--- src/rtl/t_ff_mod_counter_pkg.sv ---
// Shared definitions for the T flip-flop modulo counter: direction encodings
// and the saturating load clamp.
package tff_pkg;

  localparam logic UP   = 1'b1;
  localparam logic DOWN = 1'b0;

  localparam int unsigned CLAMP_W = 32;

  // Out-of-range load values saturate to the top of the count range.
  function automatic logic [CLAMP_W-1:0] clamp_load(input logic [CLAMP_W-1:0] val,
                                                    input logic [CLAMP_W-1:0] mod);
    logic [CLAMP_W-1:0] res;
    if (val < mod) begin
      res = val;
    end else begin
      res = mod - 32'd1;
    end
    return res;
  endfunction

endpackage

--- src/rtl/t_ff_mod_counter_cell.sv ---
// Single T flip-flop cell with synchronous active-high reset to a
// per-cell reset value.
module t_ff_cell (
  input  logic clk,
  input  logic rst,
  input  logic rst_val,
  input  logic t,
  output logic q,
  output logic q_bar
);

  logic q_d;
  logic q_q;

  // Toggle when t is set, otherwise hold.
  always_comb begin
    q_d = q_q ^ t;
  end

  // State register with synchronous reset.
  always_ff @(posedge clk) begin
    if (rst) begin
      q_q <= rst_val;
    end else begin
      q_q <= q_d;
    end
  end

  assign q     = q_q;
  assign q_bar = ~q_q;

endmodule

--- src/rtl/t_ff_mod_counter.sv ---
// Modulo up/down counter with load and terminal count, built from WIDTH
// T flip-flop cells driven by the toggle vector q ^ q_next.
module t_ff_mod_counter
  import tff_pkg::*;
#(
  parameter int WIDTH     = 4,
  parameter int MODULUS   = 16,
  parameter int RESET_VAL = 0
) (
  input  logic             clk,
  input  logic             rst,
  input  logic             en,
  input  logic             up_dn,
  input  logic             load,
  input  logic [WIDTH-1:0] load_val,
  output logic [WIDTH-1:0] q,
  output logic [WIDTH-1:0] q_bar,
  output logic             tc,
  output logic             wrap
);

  localparam logic [WIDTH-1:0] MAX_VAL = WIDTH'(MODULUS - 32'sd1);
  localparam logic [WIDTH-1:0] RST_VAL = WIDTH'(RESET_VAL);
  localparam logic [WIDTH-1:0] ZERO    = {WIDTH{1'b0}};
  localparam logic [WIDTH-1:0] ONE     = WIDTH'(32'd1);

  if ((MODULUS < 2) || (MODULUS > (2 ** WIDTH)) || (RESET_VAL >= MODULUS) ||
      (RESET_VAL < 0)) begin : g_bad_params
    $error("t_ff_mod_counter: illegal WIDTH/MODULUS/RESET_VAL combination");
  end

  logic [WIDTH-1:0] q_s;
  logic [WIDTH-1:0] next_s;
  logic [WIDTH-1:0] toggle_s;
  logic [WIDTH-1:0] load_clamp_s;
  logic             tc_s;
  logic             wrap_d;
  logic             wrap_q;

  assign load_clamp_s = WIDTH'(clamp_load(CLAMP_W'(load_val), CLAMP_W'(MODULUS)));

  // Next count value and the per-cell toggle vector that produces it.
  always_comb begin
    next_s = q_s;
    if (load) begin
      next_s = load_clamp_s;
    end else if (en) begin
      if (up_dn == UP) begin
        if (q_s == MAX_VAL) begin
          next_s = ZERO;
        end else begin
          next_s = q_s + ONE;
        end
      end else begin
        if (q_s == ZERO) begin
          next_s = MAX_VAL;
        end else begin
          next_s = q_s - ONE;
        end
      end
    end else begin
      next_s = q_s;
    end
    toggle_s = q_s ^ next_s;
  end

  // Terminal count on the current state; a wrap is recorded only when counting.
  always_comb begin
    tc_s   = en & (((up_dn == UP) & (q_s == MAX_VAL)) |
                   ((up_dn == DOWN) & (q_s == ZERO)));
    wrap_d = tc_s & ~load;
  end

  // Wrap pulse register.
  always_ff @(posedge clk) begin
    if (rst) begin
      wrap_q <= 1'b0;
    end else begin
      wrap_q <= wrap_d;
    end
  end

  for (genvar i = 0; i < WIDTH; i++) begin : g_cells
    t_ff_cell u_cell (
      .clk    (clk),
      .rst    (rst),
      .rst_val(RST_VAL[i]),
      .t      (toggle_s[i]),
      .q      (q_s[i]),
      .q_bar  (q_bar[i])
    );
  end

  assign q    = q_s;
  assign tc   = tc_s;
  assign wrap = wrap_q;

endmodule

--- config.mk ---
export PLATFORM = sky130hd
export DESIGN_NAME = t_ff_mod_counter
export DESIGN_NICKNAME = d
export VERILOG_FILES = /design/src/rtl/t_ff_mod_counter_pkg.sv /design/src/rtl/t_ff_mod_counter_cell.sv /design/src/rtl/t_ff_mod_counter.sv
export SDC_FILE = /design/constraint.sdc
export NUM_CORES = 1
export LEC_CHECK = 0
export CORE_AREA = 2 2 39 41
export CTS_BUF_LIST = sky130_fd_sc_hd__clkbuf_4
export CTS_CLUSTER_DIAMETER = 150
export CTS_CLUSTER_SIZE = 25
export DETAILED_ROUTE_END_ITERATION = 12
export DIE_AREA = 0 0 41 43
export PLACE_DENSITY = 0.65
export SETUP_SLACK_MARGIN = 0.4
export SKIP_LAST_GASP = 1
export SYNTH_ARGS = -nofsm -noshare
export SYNTH_HDL_FRONTEND = slang
export SYNTH_SLANG_ARGS = --single-unit
--- constraint.sdc ---
create_clock -name clk -period 2.1 [get_ports clk]
set_clock_uncertainty 0.05 [all_clocks]
set_input_delay 0.42 -clock clk [delete_from_list [all_inputs] [get_ports clk]]
set_output_delay 0.42 -clock clk [all_outputs]
set_load 0.1 [all_outputs]
==> results.md, run 1 <==
- Final net count: 85
- Storage cell area: 109 um2
- Syn. warnings: 0
- Arrival @ worst endpoint: 1.36 ns
- Die width: 41 um
- Post-Syn Area per Cell: 8.01 um2
- Critical-path top delay cell: dfxtp_4
- Met2 WL: 545 um
- HPWL Detailed: 754 um
- Final ANT Viol Nets: 0
- Final Slew Violations: 0
- Post-Synth Adder-Cell Area: 5.68%
- Final Hold Fails: 0
- VDD IR-drop max: 0.000241 V
- Overflow after GRT: 0
- Placed cells: 79
- Synth Register Bits: 5
- Seq/Total Area, Yosys: 22.7%
- Final setup violating endpoints: 0
- Hold WC Path Type: reg2reg
- Routed length on met3: 32 um
- Combinational family with the most area after synthesis: buffers and inverters
- Ranking of synthesized cells by area: dfxtp_1, buf_4, inv_1
- Fin crit share: 87.4%
- EDFF count, synth: 0
- Pin count of the biggest net entering global routing: 11
- Post-synth top area share: 22.7%
- Setup crit end kind: primary output
- Reg2reg end: g_cells[3].u_cell.q
- Peak Freq: 545 MHz
- Max transition margin: 81.5%
- Area grow syn2layout: 62.8%
- Layout fillers: 133
- Post-synth top cells: buf_4, inv_1, dfxtp_1
- Status: finished clean
- Row cnt: 14
- First-pass DRT Iterations: 2
- Clock edge transition at the registers on the reported setup and hold paths: 0.04 ns
- Final std cells w/o fill: 89
- Count leader, synth: buf_4
- CTS H-tree depth: 1
- Syn_nets: 66
- DR top layer: met3
- Layout Utilization: 51.8%
- Share of synthesized cell area in and, or, nand and nor gates: 15.6%
- Mapped Cells: 55
- Total GRT Usage: 13.6%
- Post-synthesis mux area share: 4.83%
- Synth Area in XOR/XNOR: 3.98%
- Compound-gate portion of the synthesized area: 23.0%
- Starting Density: 31.8%
- Residual DRC: 0
- R2R setup slack: 0.50 ns
- MaxCap Viol Count: 0
- 1st-iter DRT viols: 4
- Distinct cells, synth: 26
- Die height: 43 um
- CP Class: reg2out
- Met1 WL: 413 um
- First-pass GRT wire length: 1680 um
- Initial antenna violation count: 0
- Via count: 443
- Tmin final: 1.83 ns
- Leakage: 0.305 nW
- I/O pins: 19
- Most common flop cell mapped by yosys: dfxtp_1
- Core ar.: 1380 um2
- I/O Buffers: 18
- RR Startpoint: g_cells[0].u_cell.q
- CTS Buffer Depth: 2
- Slew of the pin with the lowest slew margin: 0.278 ns
- Worst setup startpoint: g_cells[0].u_cell.q
- Max FO, Critical Path: 3
- Wire length per cell: 11.1 um
- Die footprint: 1760 um2
- Worst path max stage delay: 0.38 ns
- Drt total wl: 991 um
- GPL Wtd Cong: 0.737
- PnR Total Power: 0.482 mW
- Post-synth top area cell: dfxtp_1
- CP Cell Sequence: ha_4, nand4_1, a21boi_4, buf_12
- RSZ-0062 raised after global routing: true
- Async SR Flop Fraction: 0%
- FF-to-FF path depth: 5
- CP required: 1.63 ns
- Total CTS buffers: 3
- Cell Area, Placed: 609 um2
- Avg Vias per Cell: 4.98
- Design area: 717 um2
- Share of layout cells above drive strength 1: 45.2%
- Crit start category: flop
- Clock sink total: 5
- Number of global-route vias before repair: 409
- Pwr/cell area: 673 nW/um2
- Area of the multi-input gates: 270 um2
- Critical Path Sink: tc
- Ant. Diodes: 0
- TritonCTS clock tree: built
- Cell chosen for the clock root: clkbuf_4
- Worst-Skew Late Latency: 0.24 ns
- Post-Syn Area: 440 um2
kinds of logic (layout without fill, tap and decap cells):
group / count (synthesis) / in the layout
compound gates: 14 / 14
xor+xnor: 2 / 2
fa+ha+maj: 2 / 2
buf+inv: 18 / 36
flops: 5 / 5
mux: 2 / 2
simple gates: 12 / 12
worst max-delay path, delay by kind of cell, from the launching register on:
family	cells	cell delay, ns
flops	1	0.38
compound gates	1	0.24
buf+inv	1	0.19
simple gates	1	0.17
fa+ha+maj	1	0.14
state kept, by name (all words and copies together), names as in the netlist:
name / cells
wrap: 1
g_cells.u_cell.q: 4
through the flow:
stage / TNS [ns] / hold slack (ns) / worst slack (ns)
after global routing: 0 / 0.715 / 0.202
after global placement: 0 / 0.561 / 0.00682
after detailed placement: -0.00276 / 0.564 / -0.00276
after floorplan: 0 / 0.432 / 0.278
after CTS: 0 / 0.696 / 0.256
final: 0 / 0.693 / 0.265
report_power, final:
part	switching [mW]	internal, mW	total, mW
clock network	0.0398	0.0847	0.125
logic	0.153	0.0880	0.241
registers	0.0139	0.103	0.116
cells in the final DEF (no fill, tap or decap), drive strengths merged:
master / n
a211oi: 2
a21boi: 2
a21oi: 3
a221oi: 1
a311o: 1
and3: 1
and3b: 1
buf: 17
clkbuf: 4
clkdlybuf4s15: 1
clkdlybuf4s50: 6
dfxtp: 5
dlygate4sd2: 1
ha: 2
inv: 7
mux2: 1
mux2i: 1
nand2: 2
nand4: 3
nor2: 3
o2111ai: 1
o211ai: 1
o21ai: 2
o221a: 1
or3: 1
or4b: 1
xnor2: 2
layout make-up:
class	instances	area share (%)
repair buffers	25	35.8
flip-flops and latches	5	15.2
well taps	16	2.79
inverters	7	4.36
multi-input cells	32	37.7
clock buffers	4	4.19
worst min path at each step:
stage | slack [ns] | endpoint | start | cells after the start
2_1_floorplan | 0.43 | g_cells[0].u_cell.q | rst | 1
3_3_place_gp | 0.56 | g_cells[1].u_cell.q | g_cells[1].u_cell.q | 2
3_5_place_dp | 0.56 | g_cells[1].u_cell.q | g_cells[1].u_cell.q | 2
4_1_cts | 0.70 | g_cells[0].u_cell.q | load_val[0] | 3
5_1_grt | 0.72 | g_cells[0].u_cell.q | load_val[0] | 3
6_report | 0.69 | g_cells[2].u_cell.q | g_cells[2].u_cell.q | 3
routing by layer:
metal / global-route usage, % / vias to the layer above
li1: - / 222
met4: 4.00 / 0
met1: 17.4 / 212
met5: 0 / -
met2: 20.6 / 9
met3: 4.71 / 0
what timing repair did:
action | 4_1_cts | 5_1_grt
cloned | 0 | 0
setup endpoints to repair | 3 | 1
gates resized for setup | 11 | 2
setup buffers | 6 | 0
pin swaps | 4 | 2
hold buffers | 0 | 0
(Power assumes the default switching activity.)
==> run 2: changes to the inputs <==
Settings changed: PLACE_DENSITY 0.65 to 0.73.
==> run 2 against run 1 <==
  * Count of clock-buffer cells in the layout is the same
  * First-iteration DRC count grew to 4.5 times the previous value
  * Global-route usage grew 5.4 points
  * Hold slack lost 0.012 ns
  * Worst setup slack lost 0.052 ns
  * Cell count grew 9.0%
  * Sequential share of layout area shrank 1.2 points
  * Via count grew 14%
  * Register-to-register slack lost 0.19 ns
  * Sequential power is essentially flat
  * Clock power is essentially flat
  * Sequential cell count is the same
  * Largest power group unchanged
  * Highest routed layer is now met4
==> results.md, run 2 (synthesis gave the netlist of run 1 again) <==
- CP Class: reg2out
- RSZ-0062 raised after global routing: true
- Fin crit share: 89.8%
- Avg Vias per Cell: 5.19
- Share of layout cells above drive strength 1: 49.4%
- Final ANT Viol Nets: 0
- Storage cell area: 109 um2
- Status: finished clean
- Core ar.: 1380 um2
- Peak Freq: 530 MHz
- Via count: 503
- Overflow after GRT: 0
- Arrival @ worst endpoint: 1.42 ns
- Crit start category: flop
- Pwr/cell area: 648 nW/um2
- Initial antenna violation count: 0
- GPL Wtd Cong: 0.799
- Met1 Use GR: 21.7%
- Slew of the pin with the lowest slew margin: 0.286 ns
- I/O pins: 19
- Residual DRC: 0
- Area of the multi-input gates: 270 um2
- Met2 Usage GRT: 27.8%
- Drt total wl: 1360 um
- FF-to-FF path depth: 9
- CP required: 1.63 ns
- TritonCTS clock tree: built
- CP Cell Sequence: inv_4, ha_4, nand4_1, a21boi_4, buf_12
- First-pass GRT wire length: 2170 um
- Row cnt: 14
- Total GRT Usage: 18.9%
- Die height: 43 um
- Final net count: 93
- Worst path max stage delay: 0.36 ns
- Ant. Diodes: 0
- Commonest non-fill, non-tap cells in the layout: buf_4, clkdlybuf4s50_1, clkbuf_4, buf_12
- Critical-path top delay cell: dfxtp_4
- Cell chosen for the clock root: clkbuf_4
- Largest register FFs: 4
- Layout fillers: 121
- Design area: 777 um2
- Total CTS buffers: 3
- CTS Buffer Depth: 2
- Pin count of the biggest net entering global routing: 11
- Max FO, Critical Path: 3
- Most Used Layer, Global Route: met2
- Final std cells w/o fill: 97
- First-pass DRT Iterations: 4
- Final Hold Fails: 0
- Max transition margin: 80.8%
- Tmin final: 1.89 ns
- Clock edge transition at the registers on the reported setup and hold paths: 0.04 ns
- Number of global-route vias before repair: 474
- Worst setup startpoint: g_cells[0].u_cell.q
- Final Slew Violations: 0
- Final setup violating endpoints: 0
- Starting Density: 31.8%
- HPWL Detailed: 767 um
- 1st-iter DRT viols: 18
- Critical Path Sink: tc
- Cell Area, Placed: 624 um2
- Grt met3 use: 5.76%
- Placed cells: 81
- I/O Buffers: 18
- Die footprint: 1760 um2
- VDD IR-drop max: 0.000264 V
- MaxCap Viol Count: 0
- CTS H-tree depth: 1
- Most common cell after layout, fill and taps aside: buf_4
- PnR Total Power: 0.504 mW
- Clock sink total: 5
- Setup crit end kind: primary output
- Reg2reg end: g_cells[0].u_cell.q
- Die width: 41 um
- RR Startpoint: g_cells[0].u_cell.q
- Wire length per cell: 14.0 um
- Hold WC Path Type: in2reg
- Worst-Skew Late Latency: 0.25 ns
- Area grow syn2layout: 76.4%
- R2R setup slack: 0.31 ns
- Leakage: 0.341 nW
[run 2: area by class of cell]
cell class                      instances  area share [%]
Timing Repair Buffer                   33            40.7
Sequential cell                         5            14.0
Multi-Input combinational cell         32            34.8
Clock buffer                            4            3.86
Tap cell                               16            2.58
Inverter                                7            4.03
[run 2: worst min-delay path by stage]
| stage | to | startpoint | cells past startpoint | slack [ns] |
|---|---|---|---|---|
| finish | g_cells[0].u_cell.q | load_val[0] | 3 | 0.68 |
| global route | g_cells[0].u_cell.q | load_val[0] | 3 | 0.72 |
| CTS | g_cells[0].u_cell.q | load_val[0] | 3 | 0.67 |
| detailed placement | g_cells[1].u_cell.q | g_cells[1].u_cell.q | 2 | 0.55 |
| global placement | g_cells[1].u_cell.q | g_cells[1].u_cell.q | 2 | 0.54 |
| floorplan | g_cells[0].u_cell.q | rst | 1 | 0.43 |
[run 2: report_power, final]
| group | internal (mW) | leakage (nW) | total (mW) | switching [mW] |
|---|---|---|---|---|
| registers | 0.103 | 0.0428 | 0.118 | 0.0151 |
| clock network | 0.0850 | 0.0184 | 0.128 | 0.0434 |
| logic | 0.0988 | 0.280 | 0.258 | 0.159 |
[run 2: layer usage]
layer  share of wire (%)  routed length, um  vias up
met5                   0                  0        -
met4                 4.3                 59        0
met3                 6.3                 86        6
met2                  53                724       27
met1                  36                488      228
li1                    -                  -      242
[run 2: worst max-delay path, delay by kind of cell (launching register included)]
kind	cells	cell delay [ns]
DFF	1	0.36
and+or+nand+nor	1	0.19
buffers and inverters	2	0.26
AOI/OAI and AO/OA	1	0.23
adders and majority gates	1	0.12
[run 2: per-stage QoR]
stage,setup WS (ns),TNS [ns],utilization (%),hold WS (ns)
after floorplan,0.278,0,-,0.432
after global placement,0.0276,0,45.1,0.540
after detailed placement,-0.0103,-0.0103,45.1,0.547
after CTS,0.239,0,55.6,0.672
after global routing,0.173,0,56.1,0.724
final,0.214,0,56.1,0.680
[run 2: repair_timing]
| action | CTS | global route |
|---|---|---|
| buffers inserted | 11 | 1 |
| pin swaps | 3 | 5 |
| setup endpoints to repair | 3 | 3 |
| hold buffers | 0 | 0 |
| gates cloned | 0 | 0 |
| resized for setup | 10 | 0 |
==> run 3: changes to the inputs <==
Settings changed: CAP_MARGIN set to 40, DONT_BUFFER_PORTS set to 1, PLACE_DENSITY 0.73 to 0.55.
==> run 3 against run 2 <==
  * Count of clock-buffer cells in the layout stayed put
  * Hold slack got worse by 0.49 ns
  * Sequential cell count unchanged
  * Largest power group unchanged
  * First-iteration DRC count is 72% lower
  * Power fell by 11%
  * Sequential power hardly changed
==> results.md, run 3 (synthesis gave the netlist of run 1 again) <==
- CP bufs+invs: 1
- Status: finished clean
- Max FO, Critical Path: 5
- Final std cells w/o fill: 82
- Final Hold Fails: 0
- Drt total wl: 1090 um
- Avg Vias per Cell: 5.12
- Share of layout cells above drive strength 1: 48.5%
- HPWL Detailed: 744 um
- Slew of the pin with the lowest slew margin: 0.304 ns
- Cts hold-fix bufs: 0
- Max transition margin: 79.7%
- Most common cell after layout, fill and taps aside: buf_4
- Worst hold slack: 0.188 ns
- Largest register FFs: 4
- Worst setup margin: 0.259 ns
- I/O pins: 19
- Largest delay share family, worst path: flip-flops
- Starting Density: 31.8%
- Die height: 43 um
- CP Cell Sequence: ha_4, nand4_1, a21boi_4, buf_12
- Register share of total power: 25.6%
- GPL Wtd Cong: 0.730
- Comb pwr share: 47.3%
- Via count: 420
- Clock edge transition at the registers on the reported setup and hold paths: 0.04 ns
- Total CTS buffers: 3
- First-pass DRT Iterations: 4
- Int Pwr: 0.254 mW
- Pin count of the biggest net entering global routing: 11
- VDD IR-drop max: 0.000352 V
- Cell chosen for the clock root: clkbuf_4
- RSZ-0062 raised after global routing: true
- Post-place setup slack: 0.471 ns
- Die footprint: 1760 um2
- Number of global-route vias before repair: 398
- Clock sink total: 5
- Pwr/cell area: 740 nW/um2
- Critical-path top delay cell: dfxtp_4
- Clock Power Share: 27.2%
- First-pass GRT wire length: 1750 um
- Fin crit share: 87.6%
- Commonest non-fill, non-tap cells in the layout: buf_4, inv_1, clkbuf_4
- Residual DRC: 0
- Worst path max stage delay: 0.38 ns
- I/O Buffers: 0
- Ant. Diodes: 0
- Wire length per cell: 13.3 um
- Final setup TNS: 0 ns
- Total GRT Usage: 14.4%
- CTS Buffer Depth: 2
- Final net count: 78
- CP Class: reg2out
- Overflow after GRT: 0
- TritonCTS clock tree: built
- MaxCap Viol Count: 0
- CTS H-tree depth: 1
- Placed cells: 70
- Layout fillers: 146
- Area grow syn2layout: 38.1%
- CP required: 1.63 ns
- Hold WC Path Type: in2reg
- Worst-Skew Late Latency: 0.24 ns
- Final setup violating endpoints: 0
- Core ar.: 1380 um2
- Peak Freq: 543 MHz
- Final Slew Violations: 0
- Arrival @ worst endpoint: 1.37 ns
- Leakage: 0.264 nW
- Setup crit end kind: primary output
- Switching Fraction: 43.6%
- Tmin final: 1.84 ns
- Final ANT Viol Nets: 0
- Crit start category: flop
- Row cnt: 14
- 1st-iter DRT viols: 5
- Switching pwr: 0.196 mW
- Die width: 41 um
- Initial antenna violation count: 0
[run 3: worst register-to-register path, stage by stage, from the launching register on]
cell and delay, ns:
dfxtp_4 0.36, buf_4 0.14, buf_4 0.12, or4b_1 0.51
o2111ai_1 0.10, a221oi_1 0.11, o221a_1 0.21
[run 3: final timing paths]
| kind | cells past startpoint | slack (ns) | start | end |
|---|---|---|---|---|
| hold / removal | 1 | 0.19 | rst | g_cells[0].u_cell.q |
| setup / recovery | 4 | 0.26 | g_cells[1].u_cell.q | tc |
| setup reg to reg | 6 | 0.39 | g_cells[0].u_cell.q | g_cells[3].u_cell.q |
| hold reg to reg | 3 | 0.67 | g_cells[2].u_cell.q | g_cells[2].u_cell.q |
[run 3: routing by layer]
metal | wire [um] | global-route usage (%) | vias to the layer above
met5 | 0 | 0 | -
met4 | 0 | 2.00 | 0
met3 | 57 | 6.28 | 0
met2 | 609 | 24.1 | 13
met1 | 420 | 16.7 | 197
li1 | - | - | 210
[run 3: power groups by stage]
stage | clock network [mW] | registers [mW] | logic [mW]
2_1_floorplan | 0 | 0.114 | 0.178
3_3_place_gp | 0 | 0.115 | 0.188
3_5_place_dp | 0 | 0.115 | 0.187
4_1_cts | 0.126 | 0.113 | 0.211
5_1_grt | 0.134 | 0.116 | 0.225
6_report | 0.122 | 0.115 | 0.213
[run 3: layout make-up]
type,count,area (um2),share of cell area (%)
repair buffers,18,148,24.3
multi-input cells,32,270,44.4
clock buffers,4,30.0,4.94
flip-flops and latches,5,109,17.9
well taps,16,20.0,3.29
inverters,7,31.3,5.14
[run 3: repair_timing]
| action | CTS | global route |
|---|---|---|
| pin swaps | 3 | 2 |
| endpoints found under the setup margin | 1 | 2 |
| resized for setup | 6 | 2 |
| buffers inserted | 8 | 0 |
[run 3: per-stage QoR]
| step | power [mW] | util [%] | cell area, um2 |
|---|---|---|---|
| floorplan | 0.292 | - | 460 |
| global placement | 0.304 | 35.0 | 484 |
| detailed placement | 0.303 | 35.0 | 484 |
| CTS | 0.450 | 43.1 | 597 |
| global route | 0.474 | 43.9 | 608 |
| finish | 0.450 | 43.9 | 608 |
